File: src/rtl/wavelet_readout_scheduler.sv
// wavelet_readout_scheduler
//
// Frame-based readout scheduler for a chain of wavelet cores. Each core
// reports 2-bit I and Q feedback events that are integrated as signed
// up/down counts over a frame of FRAME_LEN enabled cycles. At frame end all
// counts are snapshotted and streamed out one word per handshake, in the
// order core0 I, core0 Q, core1 I, ... on a valid/ready port.
//
// Optional feature: define READOUT_SATURATE_EN to make the accumulators
// clamp at their signed bounds instead of wrapping modulo 2^ACC_W.
//
// Ports:
//   clk_master  sole clock, rising edge
//   rst         asynchronous active-high reset
//   ud_en       integration enable, common to all cores
//   read_out_I  per-core I events; bit 2k = +1, bit 2k+1 = -1
//   read_out_Q  per-core Q events, same encoding
//   out_data    signed count of the current word
//   out_core    core index of the current word
//   out_q       0 = I channel, 1 = Q channel
//   out_last    high on the final word of a frame
//   out_valid   word available
//   out_ready   consumer accepts the word when out_valid & out_ready
//   frame_tick  one-cycle pulse in the cycle after each frame end
//   overrun     sticky: a frame ended while the previous one was draining
module wavelet_readout_scheduler #(
  parameter int NCORES    = 8,
  parameter int ACC_W     = 12,
  parameter int FRAME_LEN = 1024,
  localparam int CORE_W   = (NCORES > 1) ? $clog2(NCORES) : 1
) (
  input  logic                clk_master,
  input  logic                rst,
  input  logic                ud_en,
  input  logic [2*NCORES-1:0] read_out_I,
  input  logic [2*NCORES-1:0] read_out_Q,
  output logic [ACC_W-1:0]    out_data,
  output logic [CORE_W-1:0]   out_core,
  output logic                out_q,
  output logic                out_last,
  output logic                out_valid,
  input  logic                out_ready,
  output logic                frame_tick,
  output logic                overrun
);

  localparam int NCH   = 2 * NCORES;
  localparam int IDX_W = $clog2(NCH);
  localparam int CNT_W = $clog2(FRAME_LEN);
  localparam logic [IDX_W-1:0] LAST_IDX = IDX_W'(NCH - 1);
  localparam logic [CNT_W-1:0] CNT_END  = CNT_W'(FRAME_LEN - 1);

  typedef enum logic {IDLE, SEND} state_t;

  state_t                  state, state_nxt;
  logic [IDX_W-1:0]        idx, idx_nxt;
  logic [CNT_W-1:0]        cnt;
  logic signed [ACC_W-1:0] acc     [NCH];
  logic signed [ACC_W-1:0] acc_upd [NCH];
  logic signed [ACC_W-1:0] shadow  [NCH];
  logic                    frame_end;
  logic                    handshake;
  logic                    snap;
  logic                    overrun_set;

  // Apply one 2-bit event sample to an accumulator: 01 counts up, 10 counts
  // down, 00 and 11 cancel out.
  function automatic logic signed [ACC_W-1:0] add_delta(
    input logic signed [ACC_W-1:0] a,
    input logic [1:0]              s
  );
    logic signed [ACC_W-1:0] d;
`ifdef READOUT_SATURATE_EN
    logic [ACC_W:0] sum;
`endif
    case (s)
      2'b01:   d = ACC_W'(1);
      2'b10:   d = '1;
      default: d = '0;
    endcase
`ifdef READOUT_SATURATE_EN
    // One extra bit exposes overflow; when the top two bits disagree the
    // result left the representable range and is pinned to the bound.
    sum = {a[ACC_W-1], a} + {d[ACC_W-1], d};
    if (sum[ACC_W] != sum[ACC_W-1])
      return sum[ACC_W] ? {1'b1, {(ACC_W-1){1'b0}}} : {1'b0, {(ACC_W-1){1'b1}}};
    else
      return sum[ACC_W-1:0];
`else
    return a + d;
`endif
  endfunction

  // Candidate accumulator values including this cycle's sample; channel
  // 2k is core k's I, channel 2k+1 is core k's Q, matching output order.
  always_comb begin
    for (int k = 0; k < NCORES; k++) begin
      acc_upd[2*k]   = add_delta(acc[2*k],   read_out_I[2*k +: 2]);
      acc_upd[2*k+1] = add_delta(acc[2*k+1], read_out_Q[2*k +: 2]);
    end
  end

  // Serializer next state and output decode. The handshake is resolved
  // first so that a frame end coinciding with the last-word handshake sees
  // the serializer as already idle and takes the new snapshot.
  always_comb begin
    handshake   = (state == SEND) && out_ready;
    frame_end   = ud_en && (cnt == CNT_END);
    state_nxt   = state;
    idx_nxt     = idx;
    snap        = 1'b0;
    overrun_set = 1'b0;

    if (handshake) begin
      if (idx == LAST_IDX) begin
        state_nxt = IDLE;
        idx_nxt   = '0;
      end else begin
        idx_nxt = idx + 1'b1;
      end
    end

    if (frame_end) begin
      if (state_nxt == IDLE) begin
        snap      = 1'b1;
        state_nxt = SEND;
        idx_nxt   = '0;
      end else begin
        overrun_set = 1'b1;
      end
    end

    out_valid = (state == SEND);
    out_last  = (state == SEND) && (idx == LAST_IDX);
    out_data  = shadow[idx];
    out_core  = CORE_W'(idx >> 1);
    out_q     = idx[0];
  end

  // Serializer state, frame pulse and sticky overrun flag.
  always_ff @(posedge clk_master or posedge rst) begin
    if (rst) begin
      state      <= IDLE;
      idx        <= '0;
      frame_tick <= 1'b0;
      overrun    <= 1'b0;
    end else begin
      state      <= state_nxt;
      idx        <= idx_nxt;
      frame_tick <= frame_end;
      overrun    <= overrun | overrun_set;
    end
  end

  // Frame counter and accumulators advance only on enabled cycles; the
  // shadow copy is loaded only when the serializer can accept a new frame.
  always_ff @(posedge clk_master or posedge rst) begin
    if (rst) begin
      cnt <= '0;
      for (int c = 0; c < NCH; c++) begin
        acc[c]    <= '0;
        shadow[c] <= '0;
      end
    end else begin
      if (ud_en) begin
        cnt <= frame_end ? '0 : cnt + 1'b1;
        for (int c = 0; c < NCH; c++)
          acc[c] <= frame_end ? '0 : acc_upd[c];
      end
      if (snap) begin
        for (int c = 0; c < NCH; c++)
          shadow[c] <= acc_upd[c];
      end
    end
  end

endmodule

File: config.mk
export PLATFORM = sky130hd
export DESIGN_NAME = wavelet_readout_scheduler
export DESIGN_NICKNAME = d
export VERILOG_FILES = /design/src/rtl/wavelet_readout_scheduler.sv
export SDC_FILE = /design/constraint.sdc
export NUM_CORES = 1
export LEC_CHECK = 0
export ABC_AREA = 1
export CAP_MARGIN = 20
export CORE_MARGIN = 2
export CORE_UTILIZATION = 59
export CTS_BUF_LIST = sky130_fd_sc_hd__clkbuf_4 sky130_fd_sc_hd__clkbuf_8
export CTS_CLUSTER_SIZE = 40
export DETAILED_ROUTE_END_ITERATION = 8
export PLACE_DENSITY = 0.79
export SYNTH_ARGS = -nofsm -noshare
export SYNTH_HDL_FRONTEND = slang
export SYNTH_SLANG_ARGS = --single-unit
File: constraint.sdc
create_clock -name clk_master -period 14.5 [get_ports clk_master]
set_input_delay 4.35 -clock clk_master [delete_from_list [all_inputs] [get_ports clk_master]]
set_output_delay 4.35 -clock clk_master [all_outputs]
set_load 0.02 [all_outputs]
==> results.txt <==
Netlist cell types: 36
outcome: finished, violations left
unrepaired setup endpoints after global routing: false
CTS tree: yes
Synth-to-Final Area Change: 8.56%
via/cell ratio: 5.51
area of the multi-input gates: 0.0151 mm^2
Final Util: 64.9%
worst slew pin tran: 1.09 ns
first-pass GRT wire length: 126000 um
Final Hold Viols: 0
Overflow after GRT: 0
commonest non-fill, non-tap cell in the layout: nand2_1
fin crit period: 8.37 ns
P_leak: 16.7 nW
Syn Area/Cell: 6.48 um^2
number of diodes: 0
Vias: 27200
depth of the CTS H-tree: 3
WP data arrival: 4.02 ns
post-route antenna net violation count: 0
nets: 4384
I/O Pins: 56
Die ar.: 0.0490 mm^2
post-place setup slack: 6.62 ns
CTS Sinks: 401
Hold Path Class: reg -> reg
CP endpoint kind: output pin
CTS Hold Bufs: 0
crit start category: flop
# DRC: 5
PD cells: 167 mW/mm^2
Reg area: 0.0100 mm^2
vias in the first global route: 25300
fraction of registers with async set/reset: 100%
Setup Total Neg Slack: 0 ns
fin crit share: 57.7%
placed cells: 4813
final WL: 76100 um
Post-synth top flop: dfrtp_1
# Post-CTS Setup Buffers: 0
#FFs+latches synth: 401
CTS max path bufs: 3
Worst VDD drop: 159 uV
EDFF count, synth: 0
Initial DRC Count: 2714
Pre-Repair DR Iteration Count: 8
syn_nets: 4411
Yosys warnings: 0
post-CTS sizing: 0
WL/cell: 15.4 um
failing checks: DRC
Cell Count, Final, Fillers Out: 4942
Core Box Area: 0.0467 mm^2
Final Max Slew Viols: 0
setup ws final: 6.13 ns
fmax: 0.119 GHz
CTS clk-pin slew, worst paths: 0.06 ns
starting density of the core: 59.8%
Buffers on Ports: 55
skew final: 0.0278 ns
Rows: 79
cell count after synthesis: 4309
crit path kind: reg -> out
worst-skew pair later-pin latency: 0.64 ns
Filler cells: 4238
initial antenna violation count: 1
TritonCTS Buffers: 72
Die Span Y: 221 um
commonest non-fill, non-tap cells in the layout: 1564 x nand2_1, 531 x inv_1, 437 x nand3_1
gr usage total: 31.2%
share of layout cells above drive strength 1: 4.01%
clk root buf: clkbuf_8
post-synthesis sequential area ratio: 36.0%
CP max FO: 110
detailed placement HPWL: 52100 um
total power: 5.07 mW
Placer Congestion: 0.958
die width: 221 um
Mapped Area: 0.0279 mm^2
Worst EP required: 10.15 ns
Max-cap violations: 0
Slew HR: 27.1%
Finish-stage setup viols: 0
largest net degree at the start of global routing: 162
## logic make-up after synthesis
logic type,count (synthesis),share of synthesized area (%)
and+or+nand+nor,2534,37.2
muxes,17,0.610
xor gates and xnor gates,95,2.98
buffers and inverters,705,9.91
AOI/OAI and AO/OA,491,10.4
adders and majority gates,66,2.96
DFF,401,36.0
## where the power goes
group | total (mW) | switching, mW | internal (mW)
sequential | 1.68 | 0.321 | 1.36
clock | 1.21 | 0.495 | 0.713
combinational | 2.19 | 1.42 | 0.768
total | 5.07 | 2.23 | 2.84
## final timing paths
kind / slack (ns) / depth (start not counted) / to / startpoint
max reg2reg: 10.88 / 10 / shadow[12] / idx[0]
max in group asynchronous: 8.07 / 4 / shadow[134] / rst
min: 0.47 / 1 / cnt[7] / cnt[7]
min reg2reg: 0.47 / 1 / cnt[7] / cnt[7]
min in group asynchronous: 4.21 / 2 / acc[15] / rst
max: 6.13 / 7 / out_data[10] / idx[0]
## critical path: stages (launching register included)
cell	delay (ns)
dfrtp_4	1.09
inv_2	0.52
buf_12	0.33
o21ai_0	0.18
o22ai_1	0.10
o211ai_1	0.38
nand2_1	0.19
clkdlybuf4s50_1	0.58
## Yosys cell counts (2+ instances only)
cell type  number  share of area [%]
a21oi_1        91                1.6
a22o_1         33                1.0
buf_1           5              0.067
buf_2          78                1.4
buf_4           2              0.054
buf_6           2              0.081
clkbuf_1       81                1.1
dfrtp_1       401                 36
ha_1           66                3.0
inv_1         533                7.2
inv_2           4              0.054
mux2i_1        17               0.61
nand2_1      1565                 21
nand3_1       437                7.8
nand3b_1       33               0.89
nand4_1        48                1.1
nor2_1        429                5.8
nor2_2         13               0.29
nor2_4          2              0.081
nor3_1          3              0.054
o211ai_1        7               0.19
o21ai_0       193                3.5
o21ai_1        57                1.0
o21bai_1       34               0.91
o21bai_2        7               0.28
o221ai_1       31               0.97
o22ai_1        29               0.65
o31ai_1         6               0.16
or2_2           2              0.045
xnor2_1        45                1.4
xor2_1         50                1.6
## state kept, by name, indices dropped and copies added (netlist names)
signal	cells
acc	192
cnt	10
frame_tick	1
idx	4
out_valid	1
overrun	1
shadow	192
## metrics by stage
step | hold slack (ns) | instance area (um^2)
finish | 0.473 | 30300
global route | 0.501 | 30300
CTS | 0.474 | 30200
detailed placement | 0.458 | 28600
global placement | 0.456 | 28600
floorplan | 0.433 | 27900
## layer usage
metal | track usage, % | vias to the layer above | routed length, um
met2 | 51.1 | 891 | 34800
li1 | - | 13600 | -
met4 | 11.8 | 2 | 2410
met1 | 41.7 | 12600 | 33400
met5 | 0 | - | 13
met3 | 5.26 | 144 | 5400
## final cells by class
| type | count | area share (%) |
|---|---|---|
| multi-input combinational | 3203 | 49.9 |
| sequential | 401 | 33.1 |
| inverter | 537 | 6.70 |
| clock buffer | 110 | 4.69 |
| tap | 607 | 2.51 |
| timing repair buffer | 67 | 2.37 |
| clock inverter | 17 | 0.710 |
Note: power is estimated with default switching activity, not from simulation.
